--- src/rtl/sp_ram_arb_pkg.sv ---
// Shared types and constants for the two-port single-port-RAM arbiter.
// Port 0 is the line-buffer fill side, port 1 is the drain side.
package sp_ram_arb_pkg;

    typedef logic port_idx_t;

    localparam port_idx_t PORT0 = 1'b0;
    localparam port_idx_t PORT1 = 1'b1;

    // Wide enough for the largest legal MAX_BURST (15).
    localparam int BURST_CNT_W = 4;

    function automatic int burst_cnt_width(input int max_burst);
        return $clog2(max_burst + 1);
    endfunction

endpackage

--- src/rtl/sp_ram_arb_rsp_pipe.sv ---
// Read-tag shift register. It follows accepted reads through the RAM latency and
// routes ram_rd_data to the port that issued each read.
module sp_ram_arb_rsp_pipe
    import sp_ram_arb_pkg::*;
#(
    parameter int DATA_WIDTH = 16,
    parameter int RD_LATENCY = 1
) (
    input  logic                       clk,
    input  logic                       rst,
    input  logic                       push_vld,
    input  port_idx_t                  push_port,
    input  logic [DATA_WIDTH-1:0]      ram_rd_data,
    output logic [1:0]                 rsp_valid,
    output logic [1:0][DATA_WIDTH-1:0] rsp_rdata
);

    logic      [RD_LATENCY:1] vld_pipe;
    port_idx_t [RD_LATENCY:1] port_pipe;
    logic                     exit_vld;
    port_idx_t                exit_port;

    always_ff @(posedge clk) begin
        if (rst) begin
            vld_pipe  <= '0;
            port_pipe <= '0;
        end else begin
            vld_pipe[1]  <= push_vld;
            port_pipe[1] <= push_port;
            for (int i = 2; i <= RD_LATENCY; i++) begin
                vld_pipe[i]  <= vld_pipe[i-1];
                port_pipe[i] <= port_pipe[i-1];
            end
        end
    end

    // A tag leaving the pipe while rst is high belongs to a discarded read.
    assign exit_vld  = vld_pipe[RD_LATENCY] & ~rst;
    assign exit_port = port_pipe[RD_LATENCY];

    for (genvar p = 0; p < 2; p++) begin : g_port
        logic [DATA_WIDTH-1:0] rdata_q;

        assign rsp_valid[p] = exit_vld & (exit_port == port_idx_t'(p));
        assign rsp_rdata[p] = rst          ? '0          :
                              rsp_valid[p] ? ram_rd_data : rdata_q;

        always_ff @(posedge clk) begin
            if (rst)
                rdata_q <= '0;
            else if (rsp_valid[p])
                rdata_q <= ram_rd_data;
        end
    end

endmodule

--- src/rtl/sp_ram_arbiter.sv ---
// Round-robin arbiter with bounded bursts that shares one single-port RAM between
// two requesters. Read data is returned to the issuing port after the RAM latency.
module sp_ram_arbiter
    import sp_ram_arb_pkg::*;
#(
    parameter int ADDR_WIDTH = 11,
    parameter int DATA_WIDTH = 16,
    parameter int RD_LATENCY = 1,
    parameter int MAX_BURST  = 4
) (
    input  logic                  clk,
    input  logic                  rst,

    input  logic                  p0_req_valid,
    output logic                  p0_req_ready,
    input  logic                  p0_req_we,
    input  logic [ADDR_WIDTH-1:0] p0_req_addr,
    input  logic [DATA_WIDTH-1:0] p0_req_wdata,
    output logic                  p0_rsp_valid,
    output logic [DATA_WIDTH-1:0] p0_rsp_rdata,

    input  logic                  p1_req_valid,
    output logic                  p1_req_ready,
    input  logic                  p1_req_we,
    input  logic [ADDR_WIDTH-1:0] p1_req_addr,
    input  logic [DATA_WIDTH-1:0] p1_req_wdata,
    output logic                  p1_rsp_valid,
    output logic [DATA_WIDTH-1:0] p1_rsp_rdata,

    output logic [ADDR_WIDTH-1:0] ram_addr,
    output logic [DATA_WIDTH-1:0] ram_wr_data,
    output logic                  ram_wr_en,
    input  logic [DATA_WIDTH-1:0] ram_rd_data
);

    if (RD_LATENCY < 1 || RD_LATENCY > 2) begin : g_bad_latency
        $error("sp_ram_arbiter: RD_LATENCY must be 1 or 2");
    end
    if (MAX_BURST < 1 || MAX_BURST > 15) begin : g_bad_burst
        $error("sp_ram_arbiter: MAX_BURST must be in 1..15");
    end

    typedef struct packed {
        logic                  we;
        logic [ADDR_WIDTH-1:0] addr;
        logic [DATA_WIDTH-1:0] wdata;
    } req_t;

    localparam logic [BURST_CNT_W-1:0] MAX_B = BURST_CNT_W'(MAX_BURST);

    req_t [1:0]             req;
    req_t                   sel;
    logic [1:0]             req_valid;
    logic                   gnt_any;
    port_idx_t              gnt_port;
    port_idx_t              owner;
    logic [BURST_CNT_W-1:0] burst_cnt;
    logic [1:0]             rsp_valid;
    logic [1:0][DATA_WIDTH-1:0] rsp_rdata;

    assign req[0]    = {p0_req_we, p0_req_addr, p0_req_wdata};
    assign req[1]    = {p1_req_we, p1_req_addr, p1_req_wdata};
    assign req_valid = {p1_req_valid, p0_req_valid};

    // Owner keeps the RAM while the other port waits, until its burst is used up.
    always_comb begin
        gnt_any  = 1'b0;
        gnt_port = PORT0;
        if (!rst) begin
            if (req_valid == 2'b11) begin
                gnt_any  = 1'b1;
                gnt_port = (burst_cnt < MAX_B) ? owner : ~owner;
            end else if (req_valid[0]) begin
                gnt_any  = 1'b1;
                gnt_port = PORT0;
            end else if (req_valid[1]) begin
                gnt_any  = 1'b1;
                gnt_port = PORT1;
            end
        end
    end

    assign p0_req_ready = gnt_any & (gnt_port == PORT0);
    assign p1_req_ready = gnt_any & (gnt_port == PORT1);

    always_ff @(posedge clk) begin
        if (rst) begin
            owner     <= PORT0;
            burst_cnt <= '0;
        end else if (gnt_any) begin
            if (gnt_port == owner) begin
                if (burst_cnt != MAX_B)
                    burst_cnt <= burst_cnt + BURST_CNT_W'(1);
            end else begin
                owner     <= gnt_port;
                burst_cnt <= BURST_CNT_W'(1);
            end
        end
    end

    assign sel         = req[gnt_port];
    assign ram_addr    = gnt_any ? sel.addr  : '0;
    assign ram_wr_data = gnt_any ? sel.wdata : '0;
    assign ram_wr_en   = gnt_any & sel.we;

    sp_ram_arb_rsp_pipe #(
        .DATA_WIDTH (DATA_WIDTH),
        .RD_LATENCY (RD_LATENCY)
    ) u_rsp_pipe (
        .clk         (clk),
        .rst         (rst),
        .push_vld    (gnt_any & ~sel.we),
        .push_port   (gnt_port),
        .ram_rd_data (ram_rd_data),
        .rsp_valid   (rsp_valid),
        .rsp_rdata   (rsp_rdata)
    );

    assign p0_rsp_valid = rsp_valid[0];
    assign p1_rsp_valid = rsp_valid[1];
    assign p0_rsp_rdata = rsp_rdata[0];
    assign p1_rsp_rdata = rsp_rdata[1];

endmodule

--- config.mk ---
export PLATFORM = sky130hd
export DESIGN_NAME = sp_ram_arbiter
export DESIGN_NICKNAME = d
export VERILOG_FILES = /design/src/rtl/sp_ram_arb_pkg.sv /design/src/rtl/sp_ram_arb_rsp_pipe.sv /design/src/rtl/sp_ram_arbiter.sv
export SDC_FILE = /design/constraint.sdc
export NUM_CORES = 1
export LEC_CHECK = 0
export CORE_MARGIN = 2
export CORE_UTILIZATION = 25
export CTS_CLUSTER_SIZE = 24
export DETAILED_ROUTE_END_ITERATION = 16
export SLEW_MARGIN = 20
export SYNTH_ARGS = -nofsm -noshare
export SYNTH_HDL_FRONTEND = slang
export SYNTH_SLANG_ARGS = --single-unit
--- constraint.sdc ---
create_clock -name clk -period 2.1 [get_ports clk]
set_input_delay 0.63 -clock clk [delete_from_list [all_inputs] [get_ports clk]]
set_output_delay 0.63 -clock clk [all_outputs]
set_load 0.01 [all_outputs]
==> run summary, run 1 <==
outcome -> complete, but fails checks
failing checks -> setup timing
post-synthesis cell count -> 284
setup TNS -> -12.88 ns
gpl congestion -> 0.820
layout cells sized above 1 -> 0.537
vias in the first global route -> 3020
post-route ant nets -> 0
Final Core Density -> 0.581
Pleak -> 2.36 nW
I/O pins -> 140
Max Slew Vio Count -> 0
pin count of the biggest net entering global routing -> 29
DR vias/cell -> 4.72
clock root buffer -> clkbuf_8
Finished Layout Cells -> 616
die area -> 0.00949 mm^2
Max Freq -> 415 MHz
Final period util -> 1.15
post-synth top area cell -> dfxtp_1
sequential-to-total area share from yosys stat -> 0.358
max-capacitance violation count -> 0
via count -> 2909
Hold WS -> 0.469 ns
Buffers on Ports -> 139
Cells after DPL -> 542
Residual DRC -> 0
post-synthesis cell type count -> 40
startpoint types -> register
worst min-delay path class -> reg2reg
drt first pass iters -> 4
gr usage total -> 0.186
total grt overflow -> 0
FILL cells -> 763
Synth async-reset ratio -> 0
# nets final -> 585
Initial Util -> 0.254
Worst Setup End Kind -> output pin
core area -> 0.00859 mm^2
relative slew slack -> 0.723
unrepaired setup endpoints after global routing -> yes
Area contributors post-synth -> dfxtp_1 (36%), nand2_1 (13%), o21ai_2 (7.2%), nand3_1 (6.7%), nand3b_1 (5.8%)
Synthesis Warnings -> 0
Clock Latency Late Sink -> 0.29 ns
Avg Cell Area, Syn -> 7.68 um^2
Setup WS post-layout -> -0.309 ns
Worst EP arrival -> 1.78 ns
H-Tree Level Count -> 2
clk slew on worst S/H paths -> 0.09 ns
crit-path max FO -> 5
global-route wire length before repair -> 14700 um
clock buffer depth -> 2
# rows -> 34
clock skew -> 0.0132 ns
CTS tree -> yes
EDFF count, synth -> 0
DIE WIDTH -> 97.4 um
Slew @ Worst Pin -> 0.414 ns
Final setup violation count -> 63
most common cell in the synthesized netlist -> nand2_1
Pwr Total -> 2.17 mW
initial antenna violation count -> 0
cts bufs inserted -> 5
Tmin final -> 2.41 ns
P per Cell Area -> 435 mW/mm^2
# diodes -> 0
Yosys reg bits -> 39
CP Class -> reg2out
synthesized area -> 0.00218 mm^2
Max IR drop VDD -> 0.398 mV
Die Height -> 97.4 um
Routed WL -> 9220 um
Worst Path Required -> 1.47 ns
Net Count, Synth -> 362
Post-DP HPWL -> 5560 um
drt wl/cell -> 15.0 um
top-area cell type share of the netlist area -> 0.358
CTS Sinks -> 39
Post-synth top cells -> nand2_1 (74), dfxtp_1 (39), nand3_1 (29), o21ai_0 (24)
Synth Flop Type -> dfxtp_1
initial DRC count -> 63
area delta synth->final -> 129%
Final Hold Vio Count -> 0
## stage by stage
step	area, um^2	setup WS [ns]
3_3_place_gp	3870	-1.01
2_1_floorplan	2180	0.0413
5_1_grt	4990	-0.396
6_report	4990	-0.309
4_1_cts	4800	-0.336
3_5_place_dp	3870	-1.02
## state kept, by name, summed over array words and instances (netlist names)
name,count
u_rsp_pipe.exit_port,1
u_rsp_pipe.vld_pipe,1
u_rsp_pipe.g_port.rdata_q,32
burst_cnt,4
owner,1
## layer usage
layer,global-route usage,up-vias,part of all wire
met5,0,-,0
met4,0.0406,0,0.0081
met3,0.0403,8,0.072
met2,0.338,119,0.51
met1,0.224,1368,0.41
li1,-,1414,-
## critical path: stages, from the launching register on
cell and delay, ns:
dfxtp_4 0.36, o21a_1 0.23, buf_4 0.15, o21a_4 0.22
nor2_8 0.15, buf_6 0.12, buf_6 0.09, o21ai_2 0.04
buf_2 0.13
## path summary, 6_finish.rpt
kind              slack (ns)  cells after the start                             from                              end
setup reg to reg        0.21                     11             u_rsp_pipe.exit_port  u_rsp_pipe.g_port[1].rdata_q[3]
hold / removal          0.47                      2  u_rsp_pipe.g_port[0].rdata_q[3]  u_rsp_pipe.g_port[0].rdata_q[3]
hold reg to reg         0.47                      2  u_rsp_pipe.g_port[0].rdata_q[3]  u_rsp_pipe.g_port[0].rdata_q[3]
setup / recovery       -0.31                      8                     burst_cnt[3]                  ram_wr_data[11]
## area by class of cell
| class | instances | area (um^2) | area share |
|---|---|---|---|
| inverter | 4 | 15.0 | 0.00301 |
| multi-input combinational | 221 | 1700 | 0.341 |
| tap | 108 | 135 | 0.0271 |
| clock inverter | 2 | 38.8 | 0.00777 |
| clock buffer | 6 | 82.6 | 0.0165 |
| sequential | 39 | 787 | 0.158 |
| timing repair buffer | 236 | 2230 | 0.447 |
## report_power, final
part	internal, mW	switching (mW)
Combinational	0.406	0.312
Sequential	0.768	0.0154
Clock	0.391	0.278
## what timing repair did
| action | 4_1_cts | 5_1_grt |
|---|---|---|
| hold buffers | 0 | 0 |
| pin swaps | 52 | 35 |
| setup endpoints to repair | 64 | 69 |
| buffers inserted | 66 | 17 |
| gates cloned | 7 | 0 |
| gates resized for setup | 394 | 86 |
## logic make-up after synthesis
group / count (synthesis) / synth area share
buffers and inverters: 24 / 0.0659
adders and majority gates: 2 / 0.0115
muxes: 2 / 0.00917
AOI/OAI and AO/OA: 61 / 0.191
DFF: 39 / 0.358
and+or+nand+nor: 156 / 0.365
## cell usage in the layout, fill, tap and decap left out, drive strengths merged, types with 5 or more instances in the layout
| cell | n |
|---|---|
| a21oi | 6 |
| buf | 159 |
| clkbuf | 9 |
| clkdlybuf4s50 | 71 |
| dfxtp | 39 |
| inv | 5 |
| nand2 | 74 |
| nand2b | 18 |
| nand3 | 29 |
| nand3b | 17 |
| nor2 | 8 |
| o21ai | 45 |
Power figures use the tool's default switching activity.
==> run 2, diff against run 1 <==
--- a/config.mk
+++ b/config.mk
@@ -5,10 +5,12 @@
 export SDC_FILE = /design/constraint.sdc
 export NUM_CORES = 1
 export LEC_CHECK = 0
+export ABC_AREA = 1
 export CORE_MARGIN = 2
 export CORE_UTILIZATION = 25
 export CTS_CLUSTER_SIZE = 24
 export DETAILED_ROUTE_END_ITERATION = 16
+export MAX_ROUTING_LAYER = met4
 export SLEW_MARGIN = 20
 export SYNTH_ARGS = -nofsm -noshare
 export SYNTH_HDL_FRONTEND = slang
==> run 2 against run 1 <==
Net effect:
- the flow still finishes with violations (setup timing)
- sequential power increased by 2.7%
- die area decreased by 15%
- global-route usage increased by 1.2 points
- critical path type unchanged
==> run summary, run 2 <==
clock root buffer -> clkbuf_8
Initial Util -> 0.255
Die Height -> 89.6 um
Clock Latency Late Sink -> 0.30 ns
clock power share -> 0.290
most common cell in the synthesized netlist -> nand2_1
Placement Cell Area -> 0.00357 mm^2
dpl ws -> -1.06 ns
clock buffer depth -> 2
Net Sw Frac -> 0.291
failing checks -> setup timing
post-synth top area cell -> dfxtp_1
top flop regs -> u_rsp_pipe.g_port.rdata_q: 32 flops, burst_cnt: 4 flops
leading cell type in the layout, fill and taps excluded -> clkdlybuf4s50_1
pin count of the biggest net entering global routing -> 17
Logic pwr share -> 0.340
Net Count, Synth -> 320
R2R setup slack -> 0.45 ns
gr usage total -> 0.198
Simple-Gate Fraction of Synth Area -> 0.234
Post-DP HPWL -> 5050 um
Routed WL -> 8710 um
clk slew on worst S/H paths -> 0.08 ns
post-synthesis cell type count -> 23
slowest stage cell, crit path -> dfxtp_4
EDFF count, synth -> 0
synthesized area -> 0.00183 mm^2
Largest register FFs -> 32
post-route ant nets -> 0
Worst EP arrival -> 1.67 ns
R2R cell count -> 9
power share of the sequential group -> 0.370
# nets final -> 537
global-route wire length before repair -> 11700 um
Final Hold Vio Count -> 0
Tmin final -> 2.30 ns
most frequent cells in the layout -> clkdlybuf4s50_1 (68), buf_4 (58), buf_2 (57)
Worst Path Required -> 1.47 ns
# diodes -> 0
Sw Pwr -> 633 uW
relative slew slack -> 0.819
clock skew -> 0.00935 ns
Residual DRC -> 0
Pint -> 1.54 mW
Max Freq -> 436 MHz
FILL cells -> 601
Cell Chain, Critical Path -> o21ai_4 > nand3_4 > nand2_8 > buf_6 > mux2i_4 > nor2_1 > buf_2
post-synthesis cell count -> 242
crit-path max FO -> 5
Max IR drop VDD -> 0.245 mV
max-capacitance violation count -> 0
Post-CTS Hold Buffers -> 0
Stages on worst setup path -> 7
Reg with most FFs -> u_rsp_pipe.g_port.rdata_q
# rows -> 31
Final period util -> 1.09
H-Tree Level Count -> 2
largest family of logic cells by synthesized area -> simple AND/OR/NAND/NOR gates
Final setup violation count -> 62
Buffers on Ports -> 139
vias in the first global route -> 2519
DIE WIDTH -> 89.6 um
Synthesis Warnings -> 0
Buf/Inv on CP -> 2
startpoint types -> register
Synth Flop Type -> dfxtp_1
Synth async-reset ratio -> 0
area delta synth->final -> 148%
via count -> 2581
cts bufs inserted -> 5
initial antenna violation count -> 0
sequential-to-total area share from yosys stat -> 0.426
total grt overflow -> 0
worst min-delay path class -> reg2reg
CP top delay family -> flip-flops
Post-Synth XOR/XNOR Area -> 0.00956
Avg Cell Area, Syn -> 7.57 um^2
DR vias/cell -> 4.62
layout cells sized above 1 -> 0.543
unrepaired setup endpoints after global routing -> yes
Layout Cell Area excl Fill -> 0.00455 mm^2
mux cell area share after synthesis -> 0.00546
Max Slew Vio Count -> 0
CP Class -> reg2out
Slowest Stage Delay on Critical Path -> 0.37 ns
drt first pass iters -> 4
top-area cell type share of the netlist area -> 0.426
Synth Area in Compound Gates -> 0.227
Slew @ Worst Pin -> 0.271 ns
CTS tree -> yes
Setup WS post-layout -> -0.196 ns
I/O pins -> 140
die area -> 0.00803 mm^2
Final Core Density -> 0.634
CTS Sinks -> 39
Post-synth top cells -> nand2_1 (78), dfxtp_1 (39), o21ai_0 (31), a22o_1 (25)
Worst Setup End Kind -> output pin
drt wl/cell -> 15.6 um
hold path cells -> 2
gpl congestion -> 0.787
Area contributors post-synth -> dfxtp_1 (43%), nand2_1 (16%), a22o_1 (12%), o21ai_0 (8.5%), buf_6 (2.5%)
outcome -> complete, but fails checks
Pleak -> 2.36 nW
P per Cell Area -> 477 mW/mm^2
initial DRC count -> 42
Yosys reg bits -> 39
adder-cell share of the synthesized area -> 0.0137
core area -> 0.00718 mm^2
run 2: power by group through the flow:
| stage | sequential (mW) | clock (mW) | combinational, mW |
|---|---|---|---|
| floorplan | 0.809 | 0 | 0.220 |
| global placement | 0.811 | 0 | 0.585 |
| detailed placement | 0.812 | 0 | 0.586 |
| CTS | 0.798 | 0.638 | 0.649 |
| global route | 0.808 | 0.678 | 0.789 |
| finish | 0.804 | 0.629 | 0.738 |
run 2: repair_timing:
item,in CTS,in global routing
pin swaps,23,13
gates resized for setup,381,104
gates cloned,8,2
setup endpoints to repair,64,62
buffers inserted,21,21
run 2: path summary, 6_finish.rpt:
check | endpoint | from
setup / recovery | ram_wr_en | burst_cnt[3]
hold / removal | u_rsp_pipe.g_port[1].rdata_q[1] | u_rsp_pipe.g_port[1].rdata_q[1]
setup reg to reg | burst_cnt[3] | burst_cnt[3]
hold reg to reg | u_rsp_pipe.g_port[1].rdata_q[1] | u_rsp_pipe.g_port[1].rdata_q[1]
run 2: cells by family (layout without fill, tap and decap cells):
family | after synthesis | count (layout)
xor+xnor | 2 | 2
fa+ha+maj | 2 | 2
flops | 39 | 39
mux | 1 | 1
compound gates | 64 | 64
buf+inv | 30 | 248
simple gates | 104 | 104
run 2: worst reg2reg max path, cell delays in order, from the launching register on:
cell and delay (ns):
dfxtp_4 0.37, o21ai_4 0.19, nand3_4 0.12, buf_4 0.15
buf_4 0.12, buf_4 0.13, nand3_1 0.10, nand3_2 0.13
a21oi_1 0.16, nor2_1 0.07
run 2: cell type report:
class,instances,area [um^2],share of cell area
clock buffer,5,68.8,0.0151
clock inverter,3,43.8,0.00962
inverter,16,95.1,0.0209
multi-input combinational,173,1410,0.310
sequential,39,787,0.173
tap,99,124,0.0272
timing repair buffer,221,1990,0.437
timing repair inverter,3,33.8,0.00742
run 2: stage by stage:
step | cells | TNS (ns) | power [mW] | hold slack (ns)
2_1_floorplan | 242 | 0 | 1.03 | 0.472
3_3_place_gp | 501 | -60.52 | 1.40 | 0.473
3_5_place_dp | 501 | -60.69 | 1.40 | 0.476
4_1_cts | 537 | -7.21 | 2.09 | 0.473
5_1_grt | 559 | -9.63 | 2.27 | 0.499
6_report | 559 | -6.21 | 2.17 | 0.472
run 2: routing by layer:
metal	share of wire	vias to the layer above	global-route usage	routed length [um]
met3	0.076	16	0.0420	659
met4	0.026	0	0.0719	223
met5	0	-	-	0
met2	0.55	124	0.374	4750
li1	-	1250	-	-
met1	0.35	1191	0.197	3070
==> run 3, diff against run 2 <==
--- a/config.mk
+++ b/config.mk
@@ -11,6 +11,7 @@
 export CTS_CLUSTER_SIZE = 24
 export DETAILED_ROUTE_END_ITERATION = 16
 export MAX_ROUTING_LAYER = met4
+export PLACE_DENSITY_LB_ADDON = 0.15
 export SLEW_MARGIN = 20
 export SYNTH_ARGS = -nofsm -noshare
 export SYNTH_HDL_FRONTEND = slang
==> run 3 against run 2 <==
Net effect:
- the run still ends with setup timing left
- sequential power fell by 0.6%
- clock-buffer cell count grew 1
- utilization is 0.16 points higher
- clock skew shrank 0.00099 ns
- critical path type is now in2out
==> run summary, run 3 (synthesis results as in run 2) <==
outcome -> complete, but fails checks
failing checks -> setup timing
CP Class -> in2out
Clock Latency Late Sink -> 0.29 ns
Initial Util -> 0.255
worst min-delay path class -> reg2reg
DR vias/cell -> 4.59
Layout Cell Area excl Fill -> 0.00456 mm^2
gr usage total -> 0.199
clock root buffer -> clkbuf_8
Slew @ Worst Pin -> 0.220 ns
Max Slew Vio Count -> 0
P per Cell Area -> 498 mW/mm^2
Post-CTS Hold Buffers -> 0
crit-path most repeated cell -> buf_12
CTS tree -> yes
drt wl/cell -> 15.8 um
Slowest Stage Delay on Critical Path -> 0.15 ns
initial DRC count -> 39
die area -> 0.00803 mm^2
Cell Chain, Critical Path -> buf_12 > clkinv_8 > nand2_8 > nor2_4 > buf_12 > buf_12 > buf_16 > nand2_4 > o21ai_2 > buf_2
cts bufs inserted -> 5
Tmin final -> 2.28 ns
Worst Setup End Kind -> output pin
clock skew -> 0.00836 ns
CTS Sinks -> 39
H-Tree Level Count -> 2
relative slew slack -> 0.853
Placement Cell Area -> 0.00350 mm^2
Final Hold Vio Count -> 0
metal2 WL -> 4860 um
Reg with most FFs -> u_rsp_pipe.g_port.rdata_q
top flop regs -> u_rsp_pipe.g_port.rdata_q: 32 flops, burst_cnt: 4 flops
Setup WS post-layout -> -0.175 ns
max-capacitance violation count -> 0
clock buffer depth -> 2
Final Core Density -> 0.636
area delta synth->final -> 149%
FILL cells -> 618
most frequent cells in the layout -> clkdlybuf4s50_1 (68), buf_4 (54), nand2_1 (52)
clk slew on worst S/H paths -> 0.07 ns
Worst EP arrival -> 1.65 ns
vias in the first global route -> 2536
Final period util -> 1.08
DIE WIDTH -> 89.6 um
Top Layer Used -> met4
Met3 Wirelength -> 494 um
Pleak -> 2.22 nW
# diodes -> 0
Routed WL -> 8750 um
Buf/Inv on CP -> 6
total grt overflow -> 0
Final setup violation count -> 57
initial antenna violation count -> 0
via count -> 2545
M1 WL -> 3230 um
Post-DP HPWL -> 4760 um
post-route ant nets -> 0
# nets final -> 532
Max Freq -> 440 MHz
global-route wire length before repair -> 11800 um
crit-path max FO -> 8
core area -> 0.00718 mm^2
gpl congestion -> 0.817
startpoint types -> primary input
I/O pins -> 140
Max IR drop VDD -> 0.301 mV
Die Height -> 89.6 um
drt first pass iters -> 4
unrepaired setup endpoints after global routing -> yes
Worst Path Required -> 1.47 ns
pin count of the biggest net entering global routing -> 34
Residual DRC -> 0
layout cells sized above 1 -> 0.510
slowest stage cell, crit path -> buf_16
dpl ws -> -1.08 ns
# rows -> 31
CP top delay family -> buffers and inverters
Buffers on Ports -> 139
Largest register FFs -> 32
leading cell type in the layout, fill and taps excluded -> clkdlybuf4s50_1
-- run 3: path summary, 6_finish.rpt --
check                                  startpoint                              end  slack, ns  cells past startpoint
setup reg to reg              u_rsp_pipe.vld_pipe  u_rsp_pipe.g_port[0].rdata_q[6]       0.15                     14
hold reg to reg   u_rsp_pipe.g_port[0].rdata_q[0]  u_rsp_pipe.g_port[0].rdata_q[0]       0.48                      2
setup / recovery                              rst                  p0_rsp_rdata[8]      -0.18                     10
hold / removal    u_rsp_pipe.g_port[0].rdata_q[0]  u_rsp_pipe.g_port[0].rdata_q[0]       0.48                      2
-- run 3: layout make-up --
class / count / area [um^2] / area share
clock buffers: 6 / 72.6 / 0.0159
well taps: 99 / 124 / 0.0272
flip-flops and latches: 39 / 785 / 0.172
multi-input cells: 173 / 1350 / 0.296
repair buffers: 214 / 2010 / 0.441
repair inverters: 5 / 56.3 / 0.0123
clock inverters: 2 / 60.1 / 0.0132
inverters: 16 / 101 / 0.0222
-- run 3: where the power goes --
group | switching (mW) | internal [mW] | total (mW)
sequential | 0.0224 | 0.776 | 0.799
combinational | 0.323 | 0.415 | 0.738
clock | 0.261 | 0.475 | 0.736
-- run 3: through the flow --
| stage | setup TNS, ns | std cells | total power, mW | hold slack [ns] |
|---|---|---|---|---|
| after floorplan | 0 | 242 | 1.03 | 0.472 |
| after global placement | -61.04 | 494 | 1.38 | 0.474 |
| after detailed placement | -61.61 | 494 | 1.38 | 0.482 |
| after CTS | -5.98 | 534 | 2.22 | 0.477 |
| after global routing | -10.07 | 554 | 2.38 | 0.494 |
| final | -6.19 | 554 | 2.27 | 0.477 |
-- run 3: layer usage --
layer | vias up | GRT usage
met5 | - | -
met4 | 0 | 0.0746
met3 | 12 | 0.0448
met2 | 105 | 0.378
met1 | 1192 | 0.195
li1 | 1236 | -
-- run 3: worst register-to-register path, delay by kind of cell, from the launching register on --
family,cells,cell delay [ns]
buf+inv,10,1.21
flops,1,0.36
simple gates,3,0.22
compound gates,1,0.07
-- run 3: what timing repair did --
action	CTS	global route
pin swaps	19	16
setup endpoints to repair	64	65
resized for setup	388	77
gates cloned	9	3
setup buffers	23	20
